File: config.mk
export PLATFORM = sky130hd
export DESIGN_NAME = glay_kernel_cu_scheduler_flat
export DESIGN_NICKNAME = d
export VERILOG_FILES = /design/src/rtl/glay_control_pkg.sv /design/src/rtl/glay_kernel_cu_scheduler_if.sv /design/src/rtl/glay_kernel_cu_scheduler_watchdog.sv /design/src/rtl/glay_kernel_cu_scheduler.sv /design/src/flat_wrapper.sv
export SDC_FILE = /design/constraint.sdc
export NUM_CORES = 1
export LEC_CHECK = 0
export ABC_AREA = 1
export CAP_MARGIN = 20
export CELL_PAD_IN_SITES_DETAIL_PLACEMENT = 2
export CELL_PAD_IN_SITES_GLOBAL_PLACEMENT = 2
export CORE_MARGIN = 3
export CORE_UTILIZATION = 28
export DETAILED_ROUTE_END_ITERATION = 6
export PLACE_DENSITY = 0.72
export SYNTH_ARGS = -nofsm -noshare
export SYNTH_HDL_FRONTEND = slang
export SYNTH_SLANG_ARGS = --single-unit
File: constraint.sdc
create_clock -name ap_clk -period 1.55 [get_ports ap_clk]
set_clock_uncertainty 0.2 [all_clocks]
set_input_delay 0.465 -clock ap_clk [delete_from_list [all_inputs] [get_ports ap_clk]]
set_output_delay 0.465 -clock ap_clk [all_outputs]
set_load 0.03 [all_outputs]
File: src/rtl/glay_control_pkg.sv
// Shared kernel-control types for the compute-unit scheduler.
// State encoding, watchdog width and index-width helper.
package glay_control_pkg;

    localparam int CU_COUNT_GLOBAL         = 4;
    localparam int CU_SCHED_WATCHDOG_WIDTH = 32;

    typedef enum logic [2:0] {
        CU_SCHED_RESET,
        CU_SCHED_SETUP,
        CU_SCHED_ARMED,
        CU_SCHED_DISPATCH,
        CU_SCHED_WAIT,
        CU_SCHED_COMPLETE
    } cu_scheduler_state;

    function automatic int cu_sched_idx_width(input int n);
        return (n > 1) ? $clog2(n) : 1;
    endfunction

endpackage

File: src/rtl/glay_kernel_cu_scheduler_if.sv
// Kernel-control <-> cluster-array bundle of the CU scheduler.
// master = kernel control / cluster side, slave = scheduler.
interface glay_kernel_cu_scheduler_if
    import glay_control_pkg::*;
#(
    parameter int NUM_GRAPH_CLUSTERS = CU_COUNT_GLOBAL
);

    logic                          descriptor_valid_in;
    logic [NUM_GRAPH_CLUSTERS-1:0] cu_setup_ack_in;
    logic [NUM_GRAPH_CLUSTERS-1:0] cu_done_in;
    logic [NUM_GRAPH_CLUSTERS-1:0] cu_start_out;
    logic [NUM_GRAPH_CLUSTERS-1:0] glay_cu_setup_out;
    logic [NUM_GRAPH_CLUSTERS-1:0] glay_cu_done_out;
    logic                          sched_error_out;

    modport master (
        output descriptor_valid_in,
        output cu_setup_ack_in,
        output cu_done_in,
        input  cu_start_out,
        input  glay_cu_setup_out,
        input  glay_cu_done_out,
        input  sched_error_out
    );

    modport slave (
        input  descriptor_valid_in,
        input  cu_setup_ack_in,
        input  cu_done_in,
        output cu_start_out,
        output glay_cu_setup_out,
        output glay_cu_done_out,
        output sched_error_out
    );

endinterface

File: src/rtl/glay_kernel_cu_scheduler_watchdog.sv
// WAIT-state watchdog: counter, limit compare, sticky error.
// Only instantiated with GLAY_CU_SCHEDULER_WATCHDOG_EN defined.
module glay_kernel_cu_scheduler_watchdog
    import glay_control_pkg::*;
#(
    parameter logic [CU_SCHED_WATCHDOG_WIDTH-1:0] WATCHDOG_LIMIT = 32'd1_000_000
) (
    input  logic ap_clk,
    input  logic areset,
    input  logic wait_entry,
    input  logic in_wait,
    output logic timeout,
    output logic error
);

    localparam int W = CU_SCHED_WATCHDOG_WIDTH;

    logic [W-1:0] cnt_q;

    // fires on the WATCHDOG_LIMIT-th WAIT cycle
    assign timeout = in_wait && ((cnt_q + W'(1)) == WATCHDOG_LIMIT);

    always_ff @(posedge ap_clk) begin
        if (areset) begin
            cnt_q <= '0;
            error <= 1'b0;
        end else begin
            if (wait_entry)
                cnt_q <= '0;
            else if (in_wait)
                cnt_q <= cnt_q + W'(1);
            if (timeout)
                error <= 1'b1;
        end
    end

endmodule

File: src/rtl/glay_kernel_cu_scheduler.sv
// Gates CU setup, staggers per-cluster starts, collects sticky dones.
// Optional WAIT watchdog: define GLAY_CU_SCHEDULER_WATCHDOG_EN.
module glay_kernel_cu_scheduler
    import glay_control_pkg::*;
#(
    parameter int          NUM_GRAPH_CLUSTERS = CU_COUNT_GLOBAL,
    parameter logic [31:0] WATCHDOG_LIMIT     = 32'd1_000_000
) (
    input logic                        ap_clk,
    input logic                        areset,
    glay_kernel_cu_scheduler_if.slave  bus
);

    localparam int N  = NUM_GRAPH_CLUSTERS;
    localparam int IW = cu_sched_idx_width(N);
    localparam logic [IW-1:0] LAST = IW'(N - 1);

    cu_scheduler_state state_q, state_d;

    logic          valid_q;
    logic [N-1:0]  ack_q, done_in_q;
    logic [IW-1:0] idx_q, idx_d;
    logic [N-1:0]  started_q, started_d;
    logic [N-1:0]  start_q, start_d;
    logic [N-1:0]  setup_q, setup_d;
    logic [N-1:0]  done_q, done_d;
    logic          timeout, error;

    always_ff @(posedge ap_clk) begin
        if (areset) begin
            state_q   <= CU_SCHED_RESET;
            valid_q   <= 1'b0;
            ack_q     <= '0;
            done_in_q <= '0;
            idx_q     <= '0;
            started_q <= '0;
            start_q   <= '0;
            setup_q   <= '1;
            done_q    <= '0;
        end else begin
            state_q   <= state_d;
            valid_q   <= bus.descriptor_valid_in;
            ack_q     <= bus.cu_setup_ack_in;
            done_in_q <= bus.cu_done_in;
            idx_q     <= idx_d;
            started_q <= started_d;
            start_q   <= start_d;
            setup_q   <= setup_d;
            done_q    <= done_d;
        end
    end

    always_comb begin
        state_d   = state_q;
        idx_d     = idx_q;
        started_d = started_q;
        start_d   = '0;
        setup_d   = '0;
        done_d    = done_q;
        unique case (state_q)
            CU_SCHED_RESET: begin
                setup_d = ~ack_q;
                state_d = CU_SCHED_SETUP;
            end
            CU_SCHED_SETUP: begin
                setup_d = ~ack_q;
                if (&ack_q)
                    state_d = CU_SCHED_ARMED;
            end
            CU_SCHED_ARMED: begin
                idx_d = '0;
                if (valid_q)
                    state_d = CU_SCHED_DISPATCH;
            end
            CU_SCHED_DISPATCH: begin
                start_d[idx_q]   = 1'b1;
                started_d[idx_q] = 1'b1;
                // started_q is the pre-pulse view: dones for clusters not yet started drop
                done_d = done_q | (done_in_q & started_q);
                idx_d  = idx_q + 1'b1;
                if (idx_q == LAST)
                    state_d = CU_SCHED_WAIT;
            end
            CU_SCHED_WAIT: begin
                done_d = done_q | (done_in_q & started_q);
                if (&done_q)
                    state_d = CU_SCHED_COMPLETE;
                if (timeout)
                    done_d = '1;
            end
            CU_SCHED_COMPLETE: begin
                if (!valid_q) begin
                    done_d    = '0;
                    started_d = '0;
                    state_d   = CU_SCHED_ARMED;
                end
            end
            default: state_d = CU_SCHED_RESET;
        endcase
    end

`ifdef GLAY_CU_SCHEDULER_WATCHDOG_EN
    logic in_wait, wait_entry;

    assign in_wait    = (state_q == CU_SCHED_WAIT);
    assign wait_entry = !in_wait && (state_d == CU_SCHED_WAIT);

    glay_kernel_cu_scheduler_watchdog #(
        .WATCHDOG_LIMIT (WATCHDOG_LIMIT)
    ) u_watchdog (
        .ap_clk     (ap_clk),
        .areset     (areset),
        .wait_entry (wait_entry),
        .in_wait    (in_wait),
        .timeout    (timeout),
        .error      (error)
    );
`else
    assign timeout = 1'b0;
    assign error   = 1'b0;
`endif

    assign bus.cu_start_out      = start_q;
    assign bus.glay_cu_setup_out = setup_q;
    assign bus.glay_cu_done_out  = done_q;
    assign bus.sched_error_out   = error;

endmodule
File: src/flat_wrapper.sv
// flat-port wrapper written by rule: the top's interface ports become plain ports
module glay_kernel_cu_scheduler_flat import glay_control_pkg::*;
#(
    parameter int          NUM_GRAPH_CLUSTERS = CU_COUNT_GLOBAL,
    parameter logic [31:0] WATCHDOG_LIMIT     = 32'd1_000_000
)
  (ap_clk, areset, bus_descriptor_valid_in, bus_cu_setup_ack_in, bus_cu_done_in, bus_cu_start_out, bus_glay_cu_setup_out, bus_glay_cu_done_out, bus_sched_error_out);
  glay_kernel_cu_scheduler_if #(.NUM_GRAPH_CLUSTERS(NUM_GRAPH_CLUSTERS)) bus_i ();
  input logic ap_clk;
  input logic areset;
  input wire logic [$bits(bus_i.descriptor_valid_in)-1:0] bus_descriptor_valid_in;
  input wire logic [$bits(bus_i.cu_setup_ack_in)-1:0] bus_cu_setup_ack_in;
  input wire logic [$bits(bus_i.cu_done_in)-1:0] bus_cu_done_in;
  output wire logic [$bits(bus_i.cu_start_out)-1:0] bus_cu_start_out;
  output wire logic [$bits(bus_i.glay_cu_setup_out)-1:0] bus_glay_cu_setup_out;
  output wire logic [$bits(bus_i.glay_cu_done_out)-1:0] bus_glay_cu_done_out;
  output wire logic [$bits(bus_i.sched_error_out)-1:0] bus_sched_error_out;
  assign bus_i.descriptor_valid_in = bus_descriptor_valid_in;
  assign bus_i.cu_setup_ack_in = bus_cu_setup_ack_in;
  assign bus_i.cu_done_in = bus_cu_done_in;
  assign bus_cu_start_out = bus_i.cu_start_out;
  assign bus_glay_cu_setup_out = bus_i.glay_cu_setup_out;
  assign bus_glay_cu_done_out = bus_i.glay_cu_done_out;
  assign bus_sched_error_out = bus_i.sched_error_out;
  glay_kernel_cu_scheduler #(.NUM_GRAPH_CLUSTERS(NUM_GRAPH_CLUSTERS), .WATCHDOG_LIMIT(WATCHDOG_LIMIT)) u_core (.ap_clk(ap_clk), .areset(areset), .bus(bus_i));
endmodule
## Word level (Yosys, flattened, before mapping)

Index checks and enable logic that the tools add are counted.
Widths: inputs -> output; s select.

- Output and inout bits: 13
- Word-level logic and storage cells: 54
- Bits in registers: 30
- Input bits: 11

- Add/sub/neg operators: 1
- Multiplexer cells: 13
- Order comparisons: 2
- Reduce and logical (&&, ||, !) cells: 13
- Equal/unequal tests: 11
- Bitwise logic cells: 5

Operators by type and width:

| operator | number |
|---|---|
| $pmux 3 s6 | 1 |
| $pmux 4 s2 | 2 |
| $mux 3 | 5 |
| $mux 4 | 2 |
| $ne 2x1->1 const B | 4 |
| $or 4x4->4 | 2 |
| $reduce_and 4->1 | 2 |
| $eq 3x2->1 const B | 2 |
| $eq 3x3->1 const B | 2 |
| $reduce_bool 2->1 | 3 |
| $reduce_or 2->1 | 3 |
| $reduce_and 5->1 | 1 |
| $and 4x4->4 | 1 |
| $not 4->4 | 1 |
| $pmux 2 s2 | 1 |
| $reduce_and 2->1 | 2 |
| $eq 3x1->1 const B | 1 |
| $logic_not 3->1 | 1 |
| $lt 2x3->1 const B | 1 |
| $add 2x1->2 const B | 1 |
| $demux 1 s2 | 1 |
| $eq 2x2->1 const B | 1 |
| $ge 2x1->1 const B | 1 |
| $ne 2x2->1 const B | 1 |
| 3 further kinds | 3 |

## Depth between registers and ports, before layout

Gate-level depths: netlist of the first run.

- Depth after elaboration: 6
- Gate-level depth with buffers: 9
- Mapped depth without buffers: 8

## Worst setup path before layout of the first run

OpenSTA, ideal clock, no wires.

- Path kind: register to register
- Start point: register u_core.state_q[2]
- End point: register u_core.started_q[0]
- Cell stages (with the launch flop): 7
- Slack: 222 ps
- Arrival time: 1006 ps
- Clock period less this slack: 1328 ps
- Library setup time: 121 ps
- Required time: 1229 ps
- Path buffers: 1
- Path through: dfxtp_1 -> buf_6 -> inv_4 -> nor2_1 -> nand3_1 -> nand2_1 -> nor2_1

- Cells in the longest elaborated chain, start to end: 3
- Elaborated cells between the ends (all ways): 6
- Classes of those cells: eq/ne: 3; mux: 1; reduce/logical: 2

RTL lines:

| element | RTL line | RTL |
|---|---|---|
| start: declaration | glay_kernel_cu_scheduler.sv:18 | `cu_scheduler_state state_q, state_d;` |
| start signal: assignment | glay_kernel_cu_scheduler.sv:41 | `state_q <= state_d;` |
| $eq 3x3->1 or $eq 3x2->1 (tied branches) | glay_kernel_cu_scheduler.sv:60 | `unique case (state_q)` |
| $ne 2x2->1 (no line) or $reduce_bool 2->1 (tied branches) | - |  |
| $reduce_and 2->1 (no line) | - |  |
| end signal: assignment | glay_kernel_cu_scheduler.sv:46 | `started_q <= started_d;` |
| end: declaration | glay_kernel_cu_scheduler.sv:23 | `logic [N-1:0] started_q, started_d;` |

Parallel ways exist; a longest one is shown, timed or not.
A chain may end at the register's enable or synchronous reset.

## Worst setup path in the final report of the first run

- Start point: register u_core.done_q[2], in the netlist u_core.bus.glay_cu_done_out[2]
- End point: output port bus_glay_cu_done_out[2]

RTL lines:

| element | RTL line | RTL |
|---|---|---|
| start: declaration | glay_kernel_cu_scheduler.sv:26 | `logic [N-1:0] done_q, done_d;` |
| start signal: assignment | glay_kernel_cu_scheduler.sv:49 | `done_q <= done_d;` |
| end: declaration | flat_wrapper.sv:16 | `output wire logic [$bits(bus_i.glay_cu_done_out)-1:0] bus_glay_cu_done_out;` |

No word-level cell between the ends.

==> metrics.cfg, run 1 <==
[logic_synthesis]
async_flop_share=0
syn_inst=140
synthFlopType=dfxtp_1
synth_warnings=0
syn_area_per_cell_um2=8.28
synth_enable_flop_cells=0
syn-cell-area_um2=1160
synth_top_family_by_area=simple AND/OR/NAND/NOR gates
synthMuxAreaShare=0
synth_nets=155
synthAdderAreaFrac=0.0432
synth_xor_area_frac=0
ys_seq_area_frac=0.518
synth_cell_types=25
synth_compound_area_frac=0.0907
yosys.area_share.simple=0.235
ys_ff_latch=30

[route]
dr.pass1.iters=4
wire_per_inst_um=15.2
ant_nets=0
drc_errors=0
via_per_inst=4.52
routed_wirelength_um=3350
drt_iter0_markers=23
vias=994

[finish]
regArea_um2=608
diodes=0
layout_commonest_cell=dfxtp_1
layoutNonFillerInstCount=220
mostFrequentLayoutCells=dfxtp_1 (26), inv_1 (23), nor2_1 (22), buf_4 (17), nand2_1 (13)
syn2layout_area_growth_pct=37.3
drive_gt1_frac=0.250
multi_input_area_um2=445
layout.nets=186
fin_area_um2=1590
fillerInstances=437

[grt]
grt_pass1_vias=1128
grt.overflow.total=0
grtUsageTotal=0.151
grt_max_degree=12
use_met1=0.168
busiest_layer=met2
met3_usage=0.0417
grt_pass1_wl_um=5700
grt_antenna_before_repair=0
use_met2=0.267

[sta]
fmax_mhz=675
setup_violations=0
finalMaxSlewViolations=0
timing.hold.ws_ns=0.245
period_needed_ns=1.48
setup_tns_ns=0
hold_viol=0
post-route-period-util=0.956
grt_setup_unrepaired=yes

[placement]
dpl_cell_area_um2=1420
dpl.hpwl_um=2490
gp_congestion=0.831
io_buffers=22
placedCellCount=212

[critical_path]
critPathMaxFanout=3
critPathTopFamily=flip-flops
startpoint_type=register
crit_path_end_kind=output pin
cp_slowest_cell=dfxtp_1
cp_cell_sequence=buf_4
cp.required_ns=0.88
worst-setup-path-type=register to output pin
slowest_delay_ns=0.36
arrival_ns=0.82
crit_buf_inv=1

[floorplan]
die_area_um2=4950
initial_core_util=0.303
io_pins=24
chipHeight_um=70.3
core-area_um2=3830
std_cell_rows=22
die_x_um=70.3

[clock_network]
clockBufferDepth=2
cts_buffers=5
insertion_delay_ns=0.28
cts_tree=done
clk_root_buffer_cell=clkbuf_8
cts_hold_buf=0
clk_pin_slew_ns=0.07
clock_sinks=30
htreeDepth=2

[power_and_ir_drop]
power_mw=2.79
p_leak_nw=0.721
seq_power_share=0.348
power.switching_mw=0.935
combPwrFrac=0.298
internal-power_mw=1.86
powerDensity_nw_per_um2=1760
p_clk_frac=0.354
switching_share=0.335
peakVddDrop_v=0.000557

[run]
maxCapViolCount=0

[status]
outcome=finished clean

[hold_path]
hold_path_class=register to register

==> per-layer routing <==
metal	routed length, um	part of all wire
met1	1400	0.42
met2	1840	0.55
met3	100	0.030
met4	17	0.0051
met5	0	0
==> layout make-up <==
| class | count | share of cell area |
|---|---|---|
| well taps | 48 | 0.0378 |
| clock buffers | 6 | 0.0519 |
| repair buffers | 27 | 0.143 |
| clock inverters | 2 | 0.0378 |
| multi-input cells | 80 | 0.280 |
| inverters | 27 | 0.0669 |
| flip-flops and latches | 30 | 0.382 |
==> power groups by stage <==
stage,sequential (mW),clock (mW),combinational (mW)
2_1_floorplan,0.984,0,0.500
3_3_place_gp,0.964,0,0.725
3_5_place_dp,0.971,0,0.773
4_1_cts,0.963,1.01,0.818
5_1_grt,0.984,1.06,0.934
6_report,0.972,0.989,0.834
==> state kept, by name (all words and copies together), names as in the netlist <==
signal,count
u_core.bus.glay_cu_done_out,4
u_core.state_q,3
u_core.idx_q,2
u_core.done_in_q,4
u_core.valid_q,1
u_core.started_q,4
u_core.ack_q,4
u_core.bus.cu_start_out,4
u_core.bus.glay_cu_setup_out,4
==> per-stage QoR <==
stage                     utilization  setup slack, ns
after global placement          0.372           -0.180
after global routing            0.416          -0.0304
after floorplan                     -            0.222
after detailed placement        0.372           -0.215
after CTS                       0.411           0.0159
final                           0.416           0.0678
==> logic make-up after synthesis <==
kind of cell / count (synthesis)
AOI/OAI and AO/OA: 18
adders and majority gates: 4
other: 1
buffers and inverters: 30
DFF: 30
and+or+nand+nor: 57
==> synthesized netlist by cell type (2+ instances only) <==
cell type,n,area share
nor2_1,22,0.071
inv_2,2,0.0065
nand2_1,15,0.049
ha_1,4,0.043
nand2_2,2,0.011
dfxtp_1,30,0.52
nor2_2,2,0.011
o21ai_0,2,0.0086
o31ai_1,4,0.026
nand3_1,10,0.043
inv_1,23,0.075
nand4_1,2,0.011
a21oi_1,10,0.043
==> final timing paths <==
path / startpoint / endpoint / slack (ns) / depth (start not counted)
min: u_core.ack_q[2]$_SDFF_PP0_ / u_core.bus.glay_cu_setup_out[2]$_SDFF_PP1_ / 0.24 / 1
max reg2reg: u_core.state_q[2]$_SDFFE_PP0P_ / u_core.started_q[1]$_SDFFE_PP0P_ / 0.09 / 6
max: u_core.bus.glay_cu_done_out[2]$_SDFFE_PP0P_ / bus_glay_cu_done_out[2] / 0.07 / 1
min reg2reg: u_core.ack_q[2]$_SDFF_PP0_ / u_core.bus.glay_cu_setup_out[2]$_SDFF_PP1_ / 0.24 / 1
==> repair_timing <==
item / in CTS / in global routing
setup endpoints to repair: 11 / 8
hold endpoints to repair: 0 / 0
setup buffers: 0 / 0
pin swaps: 0 / 0
resized for setup: 3 / 7
Power figures use the tool's default switching activity.
==> run 2: changes to the inputs <==
CTS_CLUSTER_DIAMETER = 150   (was not set)
GPL_ROUTABILITY_DRIVEN = 0   (was not set)
==> results of run 2 <==
The final DEF is identical to that of run 1; final timing and power are the same.
==> run 3: changes to the inputs <==
RECOVER_POWER = 100   (was not set)
SYNTH_HIERARCHICAL = 1   (was not set)
==> run 3 against run 2 <==
Critical path type unchanged. Largest power group is now registers. Sequential power decreased by 5.2%. Global-route usage shrank 1.1 points. Register-to-register slack better by 0.04 ns. Fmax decreased by 0.61%. Highest routed layer unchanged. Wire length down 6.3%. Sequential cell count unchanged. Sequential share of layout area decreased by 0.24 points. Non-clock buffer count unchanged.
==> metrics.cfg, run 3 <==
[grt]
grt_antenna_before_repair=0  ; unchanged
grt_pass1_wl_um=5400  ; was 5700 um
grtUsageTotal=0.140  ; was 0.151
grt.overflow.total=0  ; unchanged
grt_max_degree=11  ; was 12
grt_pass1_vias=1143  ; was 1128

[critical_path]
crit_path_end_kind=output pin  ; unchanged
cp_slowest_cell=dfxtp_1  ; unchanged
critPathMaxFanout=3  ; unchanged
arrival_ns=0.83  ; was 0.82 ns
startpoint_type=register  ; unchanged
critPathTopFamily=flip-flops  ; unchanged
cp-startpoint=u_core/bus.glay_cu_done_out[0]$_SDFFE_PP0P_  ; was u_core.bus.glay_cu_done_out[2]$_SDFFE_PP0P_
worst-setup-path-type=register to output pin  ; unchanged
slowest_delay_ns=0.35  ; was 0.36 ns
r2r-start=u_core/idx_q[0]$_SDFFE_PP0P_  ; was u_core.state_q[2]$_SDFFE_PP0P_
cp_cell_sequence=clkbuf_4  ; was buf_4
crit_buf_inv=1  ; unchanged
cp.required_ns=0.88  ; about the same

[clock_network]
cts_hold_buf=0  ; unchanged
htreeDepth=2  ; unchanged
insertion_delay_ns=0.28  ; about the same
post_cts_buffers=0  ; unchanged
cts_buffers=5  ; unchanged
cts_tree=done  ; unchanged
clk_pin_slew_ns=0.07  ; about the same
clock_sinks=30  ; unchanged
clockBufferDepth=2  ; unchanged
clk_root_buffer_cell=clkbuf_8  ; unchanged

[logic_synthesis]
synth_nets=171  ; was 155
syn_area_per_cell_um2=7.89  ; was 8.28 um^2
post-synth-top-count-cell=dfxtp_1  ; unchanged
synth_warnings=6  ; was 0
synth_top_cell_by_area=dfxtp_1  ; unchanged
syn-cell-area_um2=1230  ; was 1160 um^2
async_flop_share=0  ; unchanged
synth_cell_types=20  ; was 25
ys_seq_area_frac=0.488  ; was 0.518
ys_ff_latch=30  ; unchanged
synth_enable_flop_cells=0  ; unchanged
syn_inst=156  ; was 140
synth_area_leaders=dfxtp_1 (49%), nor2_1 (8.8%), inv_1 (8.2%), nand2_1 (5.8%), nand3_2 (4.9%)  ; was dfxtp_1 (52%), inv_1 (7.5%), nor2_1 (7.1%), nand2_1 (4.9%), a21oi_1 (4.3%)
synth_common_cells=dfxtp_1 (30), nor2_1 (29), inv_1 (27), nand2_1 (19), nand3_1 (7)  ; was dfxtp_1 (30), inv_1 (23), nor2_1 (22), nand2_1 (15)
synth_top_area_frac=0.488  ; was 0.518
synthFlopType=dfxtp_1  ; unchanged

[route]
ant_nets=0  ; unchanged
wire_per_inst_um=13.2  ; was 15.2 um
dr.pass1.iters=2  ; was 4
drt_iter0_markers=40  ; was 23
via_per_inst=4.42  ; was 4.52
drc_errors=0  ; unchanged
routed_wirelength_um=3140  ; was 3350 um
vias=1053  ; was 994

[sta]
setup_tns_ns=0  ; unchanged
fin_ws_ns=0.0586  ; was 0.0678 ns
timing.hold.ws_ns=0.245  ; about the same
hold_viol=0  ; unchanged
period_needed_ns=1.49  ; was 1.48 ns
post-route-period-util=0.962  ; was 0.956
setup_violations=0  ; unchanged
finalMaxSlewViolations=0  ; unchanged
grt_setup_unrepaired=no  ; was yes
fmax_mhz=671  ; was 675 MHz

[status]
outcome=finished clean  ; unchanged

[placement]
placedCellCount=230  ; was 212
dpl.hpwl_um=2530  ; was 2490 um
io_buffers=22  ; unchanged
post-place-ws_ns=-0.267  ; was -0.215 ns

[floorplan]
die_area_um2=5230  ; was 4950 um^2
die_x_um=72.3  ; was 70.3 um
initial_core_util=0.299  ; was 0.303
std_cell_rows=23  ; was 22
core-area_um2=4120  ; was 3830 um^2
io_pins=24  ; unchanged
chipHeight_um=72.3  ; was 70.3 um

[power_and_ir_drop]
p_leak_nw=0.719  ; was 0.721 nW
peakVddDrop_v=0.000389  ; was 0.000557 V
powerDensity_nw_per_um2=1450  ; was 1760 nW/um^2

[finish]
syn2layout_area_growth_pct=29.2  ; was 37.3%
drive_gt1_frac=0.271  ; was 0.250
mostFrequentLayoutCells=inv_1 (27), nor2_1 (27), dfxtp_1 (27), nand2_1 (19), clkdlybuf4s50_1 (10)  ; was dfxtp_1 (26), inv_1 (23), nor2_1 (22), buf_4 (17), nand2_1 (13)
layoutNonFillerInstCount=238  ; was 220
diodes=0  ; unchanged
final_util=0.386  ; was 0.416
layout.nets=202  ; was 186

[hold_path]
worstHoldStart=u_core/ack_q[1]$_SDFF_PP0_  ; was u_core.ack_q[2]$_SDFF_PP0_
hold_path_class=register to register  ; unchanged

[run]
maxCapViolCount=0  ; unchanged

==> run 3: final cells by class <==
cell class                      count  area [um^2]
Multi-Input combinational cell     90          499
Clock inverter                      2         12.5
Inverter                           33          128
Fill cell                         479         2520
Timing Repair Buffer               27          201
Tap cell                           50         62.6
Sequential cell                    30          604
Clock buffer                        6         82.6
==> run 3: metrics by stage <==
stage	cell area, um^2	power [mW]
after global routing	1590	2.50
after detailed placement	1500	1.66
after global placement	1500	1.63
final	1590	2.30
after floorplan	1230	1.42
after CTS	1600	2.33
==> run 3: routing by layer <==
metal	routed length, um	vias to the layer above	track usage
met5	0	-	0
met4	71	0	0.0752
met3	163	5	0.0526
met2	1570	19	0.219
met1	1330	500	0.164
li1	-	529	-
==> run 3: cells by family (layout without fill, tap and decap cells) <==
kind of cell,count (synthesis),count (layout),synth area share
and+or+nand+nor,69,69,0.267
adders and majority gates,4,4,0.0407
buffers and inverters,36,68,0.116
other,1,1,0.00305
DFF,30,30,0.488
AOI/OAI and AO/OA,16,16,0.0854
==> run 3: report_power, final <==
group          switching (mW)  total, mW  internal (mW)
clock network           0.296      0.652          0.356
registers              0.0619      0.921          0.859
logic                   0.471      0.726          0.254
total                   0.829       2.30           1.47
==> run 3: what timing repair did <==
item	in CTS	in global routing
gates resized for setup	0	8
setup endpoints to repair	0	11
endpoints found under the hold margin	0	0
==> run 3: worst paths after layout <==
path,slack (ns),depth (start not counted),to
hold reg to reg,0.24,1,u_core/bus.glay_cu_setup_out[1]$_SDFF_PP1_
hold / removal,0.24,1,u_core/bus.glay_cu_setup_out[1]$_SDFF_PP1_
setup reg to reg,0.13,8,u_core/state_q[1]$_SDFFE_PP0P_
setup / recovery,0.06,1,bus_glay_cu_done_out[0]
